`src/rtl/btn_pkg.sv`:
```
// Types and helpers shared by the push-button conditioning logic.
// Also used by the debounce inside the watch FSM.
package btn_pkg;

    typedef enum logic [2:0] {
        IDLE,
        DB_PRESS,
        HELD,
        REPEAT,
        DB_RELEASE
    } btn_state_t;

    // Computed in 64 bits so that large clock rates times long delays cannot overflow.
    function automatic int ms_to_cycles(input int freq, input int ms);
        longint cycles;
        cycles = longint'(freq) / 64'sd1000 * longint'(ms);
        return int'(cycles);
    endfunction

    function automatic int max3(input int a, input int b, input int c);
        int m;
        m = (a > b) ? a : b;
        return (m > c) ? m : c;
    endfunction

endpackage

```
`src/rtl/sync_2ff.sv`:
```
// Generic two-flop synchronizer for asynchronous pad inputs; resets to 0.
module sync_2ff #(
    parameter int WIDTH = 1
) (
    input  logic             clk,
    input  logic             reset,
    input  logic [WIDTH-1:0] i_async,
    output logic [WIDTH-1:0] o_sync
);

    logic [WIDTH-1:0] r_meta;

    always_ff @(posedge clk or posedge reset) begin
        if (reset) begin
            r_meta <= '0;
            o_sync <= '0;
        end else begin
            r_meta <= i_async;
            o_sync <= r_meta;
        end
    end

endmodule

```
`src/rtl/button_conditioner.sv`:
```
// Push-button front end: synchronize, debounce, one-cycle press pulse and
// optional auto-repeat pulses while held.
module button_conditioner
    import btn_pkg::*;
#(
    parameter int CLK_FREQ        = 100_000_000,
    parameter int DEBOUNCE_MS     = 20,
    parameter int REPEAT_DELAY_MS = 500,
    parameter int REPEAT_RATE_MS  = 100,
    parameter bit ENABLE_REPEAT   = 1'b1
) (
    input  logic clk,
    input  logic reset,
    input  logic button_in,
    output logic button_out,
    output logic button_level,
    output logic repeating
);

    localparam int DB_CYC  = ms_to_cycles(CLK_FREQ, DEBOUNCE_MS);
    localparam int RD_CYC  = ms_to_cycles(CLK_FREQ, REPEAT_DELAY_MS);
    localparam int RR_CYC  = ms_to_cycles(CLK_FREQ, REPEAT_RATE_MS);
    localparam int CNT_MAX = max3(DB_CYC, RD_CYC, RR_CYC);
    localparam int CNT_W   = $clog2(CNT_MAX + 1);

    localparam logic [CNT_W-1:0] DB_LAST = CNT_W'(DB_CYC - 1);
    localparam logic [CNT_W-1:0] RD_LAST = CNT_W'(RD_CYC - 1);
    localparam logic [CNT_W-1:0] RR_LAST = CNT_W'(RR_CYC - 1);

    generate
        if (DB_CYC < 1 || RD_CYC < 1 || RR_CYC < 1) begin : g_bad_timing
            $error("button_conditioner: every derived cycle count must be at least 1");
        end
    endgenerate

    logic             w_sync;
    btn_state_t       r_state;
    logic [CNT_W-1:0] r_count;

    sync_2ff #(.WIDTH(1)) u_sync (
        .clk     (clk),
        .reset   (reset),
        .i_async (button_in),
        .o_sync  (w_sync)
    );

    // One shared counter times every phase; it is cleared on each state change.
    always_ff @(posedge clk or posedge reset) begin
        if (reset) begin
            r_state      <= IDLE;
            r_count      <= '0;
            button_out   <= 1'b0;
            button_level <= 1'b0;
            repeating    <= 1'b0;
        end else begin
            button_out <= 1'b0;
            case (r_state)
                IDLE: begin
                    if (w_sync) begin
                        r_state <= DB_PRESS;
                        r_count <= '0;
                    end
                end
                DB_PRESS: begin
                    if (!w_sync) begin
                        r_state <= IDLE;
                        r_count <= '0;
                    end else if (r_count == DB_LAST) begin
                        r_state      <= HELD;
                        r_count      <= '0;
                        button_out   <= 1'b1;
                        button_level <= 1'b1;
                    end else begin
                        r_count <= r_count + CNT_W'(1);
                    end
                end
                HELD: begin
                    // Without auto-repeat the counter parks at the delay limit.
                    if (!w_sync) begin
                        r_state <= DB_RELEASE;
                        r_count <= '0;
                    end else if (r_count == RD_LAST) begin
                        if (ENABLE_REPEAT) begin
                            r_state    <= REPEAT;
                            r_count    <= '0;
                            button_out <= 1'b1;
                            repeating  <= 1'b1;
                        end
                    end else begin
                        r_count <= r_count + CNT_W'(1);
                    end
                end
                REPEAT: begin
                    if (!w_sync) begin
                        r_state   <= DB_RELEASE;
                        r_count   <= '0;
                        repeating <= 1'b0;
                    end else if (r_count == RR_LAST) begin
                        r_count    <= '0;
                        button_out <= 1'b1;
                    end else begin
                        r_count <= r_count + CNT_W'(1);
                    end
                end
                DB_RELEASE: begin
                    repeating <= 1'b0;
                    if (w_sync) begin
                        r_state <= HELD;
                        r_count <= '0;
                    end else if (r_count == DB_LAST) begin
                        r_state      <= IDLE;
                        r_count      <= '0;
                        button_level <= 1'b0;
                    end else begin
                        r_count <= r_count + CNT_W'(1);
                    end
                end
                default: begin
                    r_state <= IDLE;
                    r_count <= '0;
                end
            endcase
        end
    end

endmodule

```
`config.mk`:
```
export PLATFORM = sky130hd
export DESIGN_NAME = button_conditioner
export DESIGN_NICKNAME = d
export VERILOG_FILES = /design/src/rtl/btn_pkg.sv /design/src/rtl/sync_2ff.sv /design/src/rtl/button_conditioner.sv
export SDC_FILE = /design/constraint.sdc
export NUM_CORES = 1
export LEC_CHECK = 0
export CORE_UTILIZATION = 40
export CTS_CLUSTER_SIZE = 24
export DETAILED_ROUTE_END_ITERATION = 10
export MAX_ROUTING_LAYER = met4
export PLACE_DENSITY = 0.6
export SETUP_SLACK_MARGIN = 0.3
export SLEW_MARGIN = 0
export SYNTH_ARGS = -nofsm -noshare
export SYNTH_HDL_FRONTEND = slang
export SYNTH_SLANG_ARGS = --single-unit
```
`constraint.sdc`:
```
create_clock -name clk -period 3.6 [get_ports clk]
set_input_delay 0.72 -clock clk [delete_from_list [all_inputs] [get_ports clk]]
set_output_delay 0.72 -clock clk [all_outputs]
set_load 0.05 [all_outputs]
```
==> results.rst <==
.. list-table::
   :header-rows: 1

   * - Metric
     - Value
   * - Final TNS setup
     - 0 ns
   * - Yosys reg bits
     - 34
   * - Timing startpoint of the critical path
     - r_count[0]
   * - Instance count along the most critical hold path
     - 0
   * - Post-Synth Adder-Cell Area
     - 0.614%
   * - Number of fill cells in the layout
     - 495
   * - Clock power share
     - 40.4%
   * - Gp weighted congestion
     - 0.820
   * - Post-route design area
     - 2230 um2
   * - Via Count
     - 1,661
   * - Max FO, Critical Path
     - 34
   * - Cell type contributing the most total cell area after synthesis
     - dfrtp_1
   * - Cell depth of the worst flop-to-flop path
     - 8
   * - Post-synth EDFFs
     - 0
   * - Clock edge transition at the registers on the reported setup and hold paths
     - 0.07 ns
   * - Count of buffers from port buffering
     - 5
   * - Die height
     - 73.4 um
   * - Layout cells sized above 1
     - 9.05%
   * - Remaining DRCs
     - 0
   * - Critical Setup Path Class
     - reg -> reg
   * - Site Rows
     - 25
   * - Number of design-rule violations left by the first detailed-router iteration
     - 93
   * - Peak clock frequency supported by timing
     - 350 MHz
   * - Critical path buffers and inverters
     - 1
   * - Endpoint arrival time on the critical path
     - 3.03 ns
   * - VDD IR-drop max
     - 0.000203 V
   * - Worst setup slack for register-to-register paths
     - 0.74 ns
   * - Combinational family with the most area after synthesis
     - simple AND/OR/NAND/NOR gates
   * - Clock H-tree levels
     - 2
   * - Placed Instance Area
     - 2140 um2
   * - Number of diodes added for antenna fixing
     - 0
   * - Core Footprint
     - 4820 um2
   * - GRT Residual Overflow
     - 0
   * - Antenna violations before repair
     - 0
   * - Avg WL per Cell
     - 14.5 um
   * - Final worst hold slack
     - 0.348 ns
   * - Final clock period utilization by the worst path
     - 79.4%
   * - Async set or reset register ratio after synthesis
     - 100%
   * - Most frequent cell after synthesis
     - dfrtp_1
   * - Worst Hold Endpoint
     - u_sync.o_sync
   * - Routed WL
     - 4.32 mm
   * - Cell Int Power
     - 0.554 mW
   * - Uppermost layer routed
     - met4
   * - Sequential-to-total area share from yosys stat
     - 41.7%
   * - Met3 routed wirelength
     - 88 um
   * - Power density of the placed cells
     - 326 nW/um2
   * - Initial core utilization
     - 42.3%
   * - Area share of the largest cell type after synthesis
     - 41.7%
   * - Net switching share of the total power
     - 23.9%
   * - Cell leakage power
     - 0.997 nW
   * - Synthesis warning total
     - 0
   * - Vias per cell
     - 5.56
   * - Final worst clock skew
     - 0.00479 ns
   * - Kind of cell adding the most delay to the critical path
     - compound AO/OA/AOI/OAI gates
   * - Largest stage delay on the critical path
     - 0.53 ns
   * - Post CTS Setup Buffer Count
     - 0
   * - Comb power frac
     - 5.8%
   * - Largest net degree at the start of global routing
     - 35
   * - Number of global-route vias before repair
     - 1,516
   * - Area of the die
     - 5380 um2
   * - Synth cell count leaders
     - dfrtp_1, nand2_1, nor2_1
   * - Critical hold path startpoint
     - u_sync.r_meta
   * - Worst min-delay path category
     - reg -> reg
   * - Tightest slew margin relative to the limit
     - 47.8%
   * - DRT antenna net count
     - 0
   * - Number of nets in the finished design
     - 235
   * - Flop pwr share
     - 53.8%
   * - Synth-to-layout area growth
     - 9.58%
   * - Root buffer selected by CTS
     - clkbuf_8
   * - Clock latency on the worst-skew pair
     - 0.29 ns
   * - Cell count after placement
     - 291
   * - Final HPWL from detailed placement
     - 3.02 mm
   * - Xor and xnor fraction of the mapped netlist area
     - 0.859%
   * - Count of final hold-check violations
     - 0
   * - Run status
     - finished, final reports clean
   * - Capturing element type of the critical path
     - flop
   * - RSZ-0062 raised after global routing
     - no
   * - Total clock buffers created by CTS
     - 5
   * - Final setup violation count
     - 0
   * - WL met2
     - 1.97 mm
   * - CTS max path bufs
     - 2
   * - Final worst path period need
     - 2.86 ns
   * - Library cell contributing the largest single delay on the critical path
     - or4bb_1
   * - Required time worst endpoint
     - 3.77 ns
   * - CTS tree
     - done
   * - Synth Area in Simple Gates
     - 32.8%
   * - Post-Syn Nets
     - 231
   * - Number of slew-limit violations in the final report
     - 0
   * - Number of buffers inserted by hold repair at cts
     - 0
   * - Most instantiated flip-flop cell in the synthesis netlist
     - dfrtp_1
   * - Chain of cells forming the critical path
     - ha_1, or4bb_1, nor2_1, a32oi_1, a32oi_4, buf_12, nor3_1, a211o_1
   * - Average cell area after synthesis
     - 8.98 um2
   * - Instance count of the mapped netlist
     - 227
   * - Post-cts gate resize count
     - 0
   * - Met1 routed wirelength after detailed routing
     - 2.21 mm
   * - Worst reg2reg startpoint
     - r_count[0]
   * - Die Span X
     - 73.4 um
   * - Number of max-cap violations
     - 0
   * - Overall power after layout
     - 0.729 mW
   * - Share of cell area taken by muxes after synthesis
     - 0.491%
   * - Worst-margin pin slew
     - 0.775 ns
   * - Number of different library cells in the post-synthesis netlist
     - 45
   * - Initial DRT Pass Iterations
     - 5
   * - Endpoint of the most critical register-to-register path
     - r_count[4]
   * - First-pass GRT wire length
     - 7.36 mm
   * - Post-Layout Cell Count
     - 299
   * - Area of the mapped netlist
     - 2040 um2
   * - Switching power of the nets
     - 0.174 mW
   * - Ports
     - 6
   * - Global-route usage over all layers
     - 18.6%
   * - Critical Path Source Type
     - flop
   * - Area fraction in compound gates after synthesis
     - 18.7%
   * - # clock sinks
     - 34
   * - Synth top area cells
     - dfrtp_1, a21o_1, nand2_1
## final cells by class
type                    count  area (um2)  share of cell area [%]
repair buffers              9        92.6                    4.15
clock inverters             1        5.00                   0.224
multi-input cells         176        1100                    49.1
well taps                  67        83.8                    3.75
inverters                   5        18.8                   0.840
clock buffers               7        86.3                    3.87
flip-flops and latches     34         851                    38.1
## metal layers
layer | up-vias | GRT usage (%)
li1 | 852 | -
met1 | 790 | 25.1
met2 | 14 | 27.8
met3 | 5 | 4.12
met4 | 0 | 5.77
met5 | - | -
## power groups by stage
| stage | sequential [mW] | clock (mW) | combinational, mW |
|---|---|---|---|
| floorplan | 0.396 | 0 | 0.0341 |
| finish | 0.392 | 0.294 | 0.0421 |
| global placement | 0.399 | 0 | 0.0427 |
| CTS | 0.392 | 0.306 | 0.0437 |
| global route | 0.393 | 0.316 | 0.0486 |
| detailed placement | 0.399 | 0 | 0.0437 |
## worst reg2reg max path: cells and delay by family (launching register included)
family / cells / cell delay [ns]
AO/OA/AOI/OAI: 3 / 0.93
AND/OR/NAND/NOR: 3 / 0.87
flip-flops: 1 / 0.44
adder cells (fa/ha/maj): 1 / 0.28
buffers and inverters: 1 / 0.24
## cells in the final DEF (no fill, tap or decap), types with 3 or more instances in the layout
cell | netlist | final
nand3_1 | 9 | 9
buf_4 | 0 | 3
inv_1 | 5 | 5
clkdlybuf4s50_1 | 0 | 5
nand4_1 | 11 | 11
dfrtp_1 | 34 | 34
nand3b_1 | 5 | 5
nor4_1 | 14 | 13
a211o_1 | 3 | 3
nor3_1 | 6 | 6
nor2_1 | 21 | 21
o21ai_1 | 11 | 11
o21ai_0 | 8 | 8
clkbuf_8 | 0 | 6
nor3b_1 | 5 | 5
or2_2 | 4 | 4
a21o_1 | 18 | 18
nand2_1 | 24 | 24
a21oi_1 | 6 | 6
## how the worst max path moves through the flow
stage                              to  slack, ns  cells after the start
final                      r_count[4]       0.74                      8
after global routing       r_count[4]       0.52                      8
after CTS                  r_count[4]       0.76                      8
after detailed placement   r_count[4]       0.78                      8
after global placement     r_count[4]       0.84                      8
after floorplan           r_count[15]       1.13                      8
## sequential cells by signal, indices dropped and copies added (netlist names)
signal and flops:
u_sync.r_meta 1, r_state 3, button_out 1, u_sync.o_sync 1, r_count 26, repeating 1
button_level 1
## stage by stage
stage,utilization [%],setup slack (ns)
final,46.4,0.741
after global routing,46.4,0.522
after CTS,46.4,0.761
after detailed placement,44.5,0.777
after global placement,44.5,0.845
after floorplan,-,1.13
## kinds of logic (layout without fill, tap and decap cells)
kind of cell / count (synthesis) / count (layout)
adders and majority gates: 1 / 1
DFF: 34 / 34
AOI/OAI and AO/OA: 55 / 55
and+or+nand+nor: 117 / 117
xor gates and xnor gates: 2 / 2
muxes: 1 / 1
buffers and inverters: 17 / 22
Note: power is estimated with default switching activity, not from simulation.
